===== config.mk =====
export PLATFORM = sky130hd
export DESIGN_NAME = dvi_timing_ctrl
export DESIGN_NICKNAME = d
export VERILOG_FILES = /design/src/rtl/dvi_timing_ctrl.sv
export SDC_FILE = /design/constraint.sdc
export NUM_CORES = 1
export LEC_CHECK = 0
export CAP_MARGIN = 20
export CORE_UTILIZATION = 57
export CTS_CLUSTER_DIAMETER = 80
export DETAILED_ROUTE_END_ITERATION = 10
export PLACE_DENSITY = 0.8
export SLEW_MARGIN = 25
export SYNTH_ARGS = -nofsm -noshare
export SYNTH_HDL_FRONTEND = slang
export SYNTH_SLANG_ARGS = --single-unit

===== constraint.sdc =====
create_clock -name pixelclk -period 5.1 [get_ports pixelclk]
set_input_delay 0.765 -clock pixelclk [delete_from_list [all_inputs] [get_ports pixelclk]]
set_output_delay 0.765 -clock pixelclk [all_outputs]
set_load 0.005 [all_outputs]

===== src/rtl/dvi_timing_ctrl.sv =====
// DVI video timing controller: frame-aligned IDLE/RUN sequencing of hsync, vsync, de,
// pixel coordinates and a look-ahead pixel request, all registered in the pixelclk domain.
module dvi_timing_ctrl #(
  parameter int   H_ACTIVE = 1280,
  parameter int   H_FP     = 110,
  parameter int   H_SYNC   = 40,
  parameter int   H_BP     = 220,
  parameter int   V_ACTIVE = 720,
  parameter int   V_FP     = 5,
  parameter int   V_SYNC   = 5,
  parameter int   V_BP     = 20,
  parameter logic HS_POL   = 1'b1,
  parameter logic VS_POL   = 1'b1,
  parameter int   REQ_LEAD = 2
) (
  input  logic        pixelclk,
  input  logic        rst,
  input  logic        enable,
  output logic        hsync,
  output logic        vsync,
  output logic        de,
  output logic        pixel_req,
  output logic [11:0] x,
  output logic [11:0] y,
  output logic        line_start,
  output logic        frame_start,
  output logic        busy
);

  localparam int H_TOTAL = H_SYNC + H_BP + H_ACTIVE + H_FP;
  localparam int V_TOTAL = V_SYNC + V_BP + V_ACTIVE + V_FP;
  localparam int HA0     = H_SYNC + H_BP;
  localparam int VA0     = V_SYNC + V_BP;

  localparam logic [11:0] H_LAST = 12'(H_TOTAL - 1);
  localparam logic [11:0] V_LAST = 12'(V_TOTAL - 1);
  localparam logic [11:0] HA0_12 = 12'(HA0);
  localparam logic [11:0] VA0_12 = 12'(VA0);

  // 13-bit bounds: the active end can equal 4096 when a total is exactly 4096.
  localparam logic [12:0] HS_END = 13'(H_SYNC);
  localparam logic [12:0] VS_END = 13'(V_SYNC);
  localparam logic [12:0] HA_BEG = 13'(HA0);
  localparam logic [12:0] HA_END = 13'(HA0 + H_ACTIVE);
  localparam logic [12:0] VA_BEG = 13'(VA0);
  localparam logic [12:0] VA_END = 13'(VA0 + V_ACTIVE);
  localparam logic [12:0] LEAD   = 13'(REQ_LEAD);

  typedef enum logic {IDLE, RUN} state_t;

  state_t      state_q, state_d;
  logic [11:0] h_q, h_d;
  logic [11:0] v_q, v_d;

  logic        hsync_q, hsync_d;
  logic        vsync_q, vsync_d;
  logic        de_q, de_d;
  logic        pixel_req_q, pixel_req_d;
  logic [11:0] x_q, x_d;
  logic [11:0] y_q, y_d;
  logic        line_start_q, line_start_d;
  logic        frame_start_q, frame_start_d;
  logic        busy_q, busy_d;

  logic        run_d;
  logic [12:0] h_ext, v_ext, h_lead;
  logic        h_act, v_act, h_req;

  always_comb begin
    state_d = state_q;
    h_d     = h_q;
    v_d     = v_q;
    unique case (state_q)
      IDLE: begin
        if (enable) begin
          state_d = RUN;
          h_d     = '0;
          v_d     = '0;
        end
      end
      RUN: begin
        if (h_q == H_LAST) begin
          h_d = '0;
          if (v_q == V_LAST) begin
            v_d = '0;
            // enable only matters here, on the last cycle of a frame
            if (!enable) state_d = IDLE;
          end else begin
            v_d = v_q + 12'd1;
          end
        end else begin
          h_d = h_q + 12'd1;
        end
      end
      default: state_d = IDLE;
    endcase
  end

  // Outputs are decoded from the next counter value so they line up with the counters.
  always_comb begin
    run_d  = (state_d == RUN);
    h_ext  = {1'b0, h_d};
    v_ext  = {1'b0, v_d};
    h_lead = h_ext + LEAD;
    h_act  = (h_ext >= HA_BEG) && (h_ext < HA_END);
    v_act  = (v_ext >= VA_BEG) && (v_ext < VA_END);
    h_req  = (h_lead >= HA_BEG) && (h_lead < HA_END);

    hsync_d       = (run_d && (h_ext < HS_END)) ? HS_POL : ~HS_POL;
    vsync_d       = (run_d && (v_ext < VS_END)) ? VS_POL : ~VS_POL;
    de_d          = run_d && h_act && v_act;
    pixel_req_d   = run_d && h_req && v_act;
    x_d           = de_d ? (h_d - HA0_12) : 12'd0;
    y_d           = de_d ? (v_d - VA0_12) : 12'd0;
    line_start_d  = run_d && (h_d == 12'd0);
    frame_start_d = line_start_d && (v_d == 12'd0);
    busy_d        = run_d;
  end

  always_ff @(posedge pixelclk) begin
    if (rst) begin
      state_q       <= IDLE;
      h_q           <= '0;
      v_q           <= '0;
      hsync_q       <= ~HS_POL;
      vsync_q       <= ~VS_POL;
      de_q          <= 1'b0;
      pixel_req_q   <= 1'b0;
      x_q           <= '0;
      y_q           <= '0;
      line_start_q  <= 1'b0;
      frame_start_q <= 1'b0;
      busy_q        <= 1'b0;
    end else begin
      state_q       <= state_d;
      h_q           <= h_d;
      v_q           <= v_d;
      hsync_q       <= hsync_d;
      vsync_q       <= vsync_d;
      de_q          <= de_d;
      pixel_req_q   <= pixel_req_d;
      x_q           <= x_d;
      y_q           <= y_d;
      line_start_q  <= line_start_d;
      frame_start_q <= frame_start_d;
      busy_q        <= busy_d;
    end
  end

  assign hsync       = hsync_q;
  assign vsync       = vsync_q;
  assign de          = de_q;
  assign pixel_req   = pixel_req_q;
  assign x           = x_q;
  assign y           = y_q;
  assign line_start  = line_start_q;
  assign frame_start = frame_start_q;
  assign busy        = busy_q;

endmodule


Word-level counts from Yosys, hierarchy flattened
Cells that the tools add are included.
Storage, ports and cells
  input port bits: 3
  word-level logic and storage cells: 55
  bits in registers: 55
  memory bits (writable): 0
  memory bits (read-only): 0
  bits in latches: 0
  memories: 0
Operators by class
  bitwise gates (word level): 2
  equal/unequal tests: 2
  multiplexer cells: 13
  shift-type cells: 0
  magnitude comparators: 8
  multiply operators: 0
  div/mod/pow operators: 0
  $add $sub $neg: 5
  reductions and logical operators: 14
Operators by type and width (number)
  2-to-1 mux 12 bit: 5
  one-hot mux 12 bit (2 select lines): 2
  adder 12 x 1 -> 12 bit, second input constant: 2
  logical NOT 12 bit: 2
  adder 12 x 2 -> 13 bit, second input constant: 1
  >= comparator 13 x 9 -> 1 bit, second input constant: 1
  < comparator 13 x 11 -> 1 bit, second input constant: 1
  equality test 12 x 10 -> 1 bit, second input constant: 1
  equality test 12 x 11 -> 1 bit, second input constant: 1
  >= comparator 12 x 5 -> 1 bit, second input constant: 1
  >= comparator 12 x 9 -> 1 bit, second input constant: 1
  < comparator 12 x 10 -> 1 bit, second input constant: 1
  < comparator 12 x 11 -> 1 bit, second input constant: 1
  < comparator 12 x 3 -> 1 bit, second input constant: 1
  < comparator 12 x 6 -> 1 bit, second input constant: 1
  subtractor 12 x 5 -> 12 bit, second input constant: 1
  subtractor 12 x 9 -> 12 bit, second input constant: 1
  logical AND 1 bit: 11
  2-to-1 mux 1 bit: 5
  NOT 1 bit: 2
  one-hot mux 1 bit (2 select lines): 1
  OR reduction 2 bit: 1

Longest topological paths before layout
  word-level depth: 9
  depth in mapped cells: 17
  mapped depth without buffers: 16

Worst setup path after synthesis
No wires, ideal clock.
  path kind: register to register
  start: register h_q[7]
  end: register pixel_req_q (netlist: pixel_req)
  path slack: 1.559 ns
  stages on the path, launching flop included: 16
  required time: 5.040 ns
  arrival: 3.481 ns
  clock period less this slack: 3.541 ns
  cells stage by stage: dfxtp_1 > buf_6 > or4_4 > o31ai_4 > buf_4 > o21ai_0 > a21oi_1 > inv_1 > ha_1 > o21ai_0 > or2_2 > nor3_1 > a32o_1 > a221o_1 > a221oi_2 > and3_1
Between the ends
  word-level cells in the longest chain between the ends: 8
RTL lines
  start: declaration: line 52  | logic [11:0] h_q, h_d;
  start signal: assignment: line 123  | h_q <= '0;
  start signal: assignment: line 136  | h_q <= h_d;
  equality test 12 x 11 -> 1 bit (*): line 82  | if (h_q == H_LAST) begin
  2-to-1 mux 12 bit (*): line 82
  one-hot mux 12 bit (2 select lines) (*): line 73  | unique case (state_q)
  via h_d[2]: line 52
  adder 12 x 2 -> 13 bit (*): line 104  | h_lead = h_ext + LEAD;
  >= comparator 13 x 9 -> 1 bit or < comparator 13 x 11 -> 1 bit (tied branches): line 107  | h_req = (h_lead >= HA_BEG) && (h_lead < HA_END);
  logical AND 1 bit (*): line 107
  logical AND 1 bit (*) (2 in a row): line 112  | pixel_req_d = run_d && h_req && v_act;
  end signal: assignment: line 141  | pixel_req_q <= pixel_req_d;
  end: declaration: line 58  | logic pixel_req_q, pixel_req_d;
The timed path passes the listed nets; every way through them passes the cells marked *.
A chain may end at the register's enable or synchronous reset.

Worst setup path in the final report
  start: register h_q[0]
  end: register x_q[9] (netlist: x[9])
Between the ends
  word-level cells in the longest chain between the ends: 9
RTL lines
  adder 12 x 1 -> 12 bit or equality test 12 x 11 -> 1 bit (tied branches): line 92, 82
  2-to-1 mux 12 bit: line 82
  one-hot mux 12 bit (2 select lines): line 73
  >= comparator 12 x 9 -> 1 bit or < comparator 12 x 11 -> 1 bit (tied branches): line 105  | h_act = (h_ext >= HA_BEG) && (h_ext < HA_END);
  logical AND 1 bit: line 105
  logical AND 1 bit (2 in a row): line 111  | de_d = run_d && h_act && v_act;
  NOT 1 bit (no source line)
  OR reduction 2 bit (no source line)
  end signal: assignment: line 129  | x_q <= '0;
  end signal: assignment: line 142  | x_q <= x_d;
  end: declaration: line 59  | logic [11:0] x_q, x_d;
Several ways; a longest one is shown, not always the timed one.

==> run metrics <==
drt via density=6.29; number of synthesized flops with an enable pin=0; Final TNS setup=0 ps; number of I/O port buffers=33; GR Overflow Total=0; Avg Inst Size Synth=8.51 um^2; Area Overhead vs Synth=13.8%; drt total wl=8.73 mm; Main synth FF type=dfxtp_1; final count of hold timing violations=0; CP Launch Type=register; top cell type's share of synthesized area=31.9%; Skew-Pair Late Insertion Delay=320 ps; global-route wire length before repair=14.3 mm; iteration count of the initial detailed-routing pass=5; TritonCTS clock tree=yes; yosys warns=0; post-CTS setup buffer count=0; Die Area=6380 um^2; FP Rows=27; fillers=486; Die W=79.9 um; Final Slew Violations=0; CTS H-tree lvls=2; Post-DRT Antenna Nets=0; vias in the first global route=2,962; Fmax=241 MHz; fraction of registers with async set/reset=0%; # DRC=0; Yosys reg bits=55; die height=79.9 um; Synth Net Count=422; status=complete, no violations; initial antenna violation count=0; CTS Hold Buffers Added=0; synth top area cells=dfxtp_1 32%, ha_1 4.7%, nor2_1 4.7%, nor2_2 3.4%, xnor2_1 3.3%; largest net degree at the start of global routing=26; CP max FO=15; GR Util All Layers=29.0%; # nets final=450; CP Capture Type=register; total core area=5680 um^2; Wirelength per Cell=17.2 um; post-synthesis cell type count=75; skew final=10.4 ps; Tcrit/Tclk final=81.5%; violation count after the first detailed-route iteration=225; area of the multi-input gates=2170 um^2; post-DP HPWL=6.54 mm; Worst Hold Class=reg -> reg; Leakage=1.46 nW; Max-Cap Viols=0; CTS root buffer=clkbuf_8; Reg clk slew, reported paths=110 ps; pre-CTS setup slack=802 ps; CP required=5370 ps; ant diodes=0; I/O pin count=34; Cell Pwr Density=195 nW/um^2; Worst Tran Pin Value=910 ps; Worst EP arrival=4420 ps; Final Total Pwr=768 uW; setup ws final=945 ps; Longest Clk Path Bufs=2; synthesized cell area=3460 um^2; sequential-to-total area share from yosys stat=31.9%; Peak VDD IR=150 uV; Final setup viols=0; post-cts resize count=0; Vias=3,191; WHS Path Cells=2; initial core utilization=60.9%; share of cells above drive strength 1=16.1%; FF-to-FF path depth=15; RSZ-0062 raised after global routing=false; gp weighted congestion=0.935; Cells after Synth=406; TritonCTS Buffers=5; post-synth top area cell=dfxtp_1; slew margin rel.=39.4%; CTS sink cnt=55; register area=1100 um^2; final core utilization=69.3%; min cycle time layout=4150 ps; Crit Path Class=reg -> reg
==> registers in the layout (all words and copies together) (netlist names) <==
signal	flops
pixel_req	1
vsync	1
busy	1
y	12
v_q	12
de	1
line_start	1
h_q	12
hsync	1
frame_start	1
x	12
==> Yosys cell counts, types with 3 or more instances <==
master,instances
dfxtp_1,55
nor2_1,43
nand2_1,24
nand3_1,19
nor2_2,19
nor3_1,17
a21oi_1,16
inv_1,16
clkbuf_1,15
ha_1,13
xnor2_1,13
xor2_1,11
nand4_1,10
o21ai_0,9
and3_1,8
a22oi_1,6
nor4_1,6
a31oi_1,5
nor3b_1,5
and2_1,4
and4_1,4
buf_6,4
nand2b_1,4
nor4_2,4
a211oi_1,3
a21oi_2,3
a221oi_2,3
nand4b_1,3
or2_2,3
or3_1,3
==> stage by stage <==
step	cell area (um^2)	hold WS, ps	cells
2_1_floorplan	3460	577	406
3_3_place_gp	3840	645	499
3_5_place_dp	3840	662	499
4_1_cts	3930	692	507
5_1_grt	3930	734	507
6_report	3930	681	507
==> metal layers <==
layer,global-route usage (%),wire length [um]
met1,36.7,3760
met2,48.2,4140
met3,3.77,457
met4,13.9,370
met5,0,0
==> layout make-up <==
type | count | share of cell area (%)
flip-flops and latches | 55 | 28.0
clock buffers | 5 | 1.75
multi-input cells | 311 | 55.1
clock inverters | 3 | 0.700
well taps | 72 | 2.29
repair buffers | 44 | 10.5
inverters | 17 | 1.62
==> worst paths after layout <==
| check | startpoint | endpoint | slack [ps] |
|---|---|---|---|
| setup / recovery | h_q[0] | x[9] | 950 |
| hold / removal | h_q[6] | h_q[6] | 680 |
| setup reg to reg | h_q[0] | x[9] | 950 |
| hold reg to reg | h_q[6] | h_q[6] | 680 |
==> critical path, cell delays in order (launching register included) <==
cell and delay (ps):
dfxtp_1 470, ha_1 250, nand4b_1 340, o31ai_1 330, o41ai_1 120, a22oi_1 210
buf_4 190, ha_1 160, inv_1 60, a221oi_4 240, o21a_2 200, o32ai_2 90
nor4_2 370, o2111ai_2 530, buf_4 400, nor2_2 120
==> kinds of logic (layout without fill, tap and decap cells) <==
| kind of cell | count (synthesis) | in the layout | share of synthesized area, % |
|---|---|---|---|
| fa+ha+maj | 13 | 13 | 4.71 |
| mux | 2 | 2 | 0.579 |
| buf+inv | 40 | 69 | 5.39 |
| simple gates | 189 | 189 | 31.7 |
| xor+xnor | 24 | 24 | 6.08 |
| compound gates | 83 | 83 | 19.7 |
| flops | 55 | 55 | 31.9 |
==> power by group <==
part | internal [mW] | leakage, nW | switching, mW
clock | 0.101 | 0.0463 | 0.158
combinational | 0.0274 | 0.973 | 0.0413
sequential | 0.434 | 0.445 | 0.00671
==> cells in the final DEF, fill, tap and decap left out, types with 4 or more instances in the layout <==
cell type and instances:
a21oi_1 16, a22oi_1 6, a31oi_1 5, and2_1 4, and3_1 8, and4_1 4, buf_4 11, clkbuf_8 5
clkdlybuf4s50_1 33, dfxtp_1 55, ha_1 13, inv_1 16, nand2_1 24, nand2b_1 4, nand3_1 19, nand4_1 10
nor2_1 43, nor2_2 19, nor3_1 17, nor3b_1 5, nor4_1 6, nor4_2 4, o21ai_0 9, xnor2_1 13
xor2_1 11
Note: power is estimated with default switching activity, not from simulation.
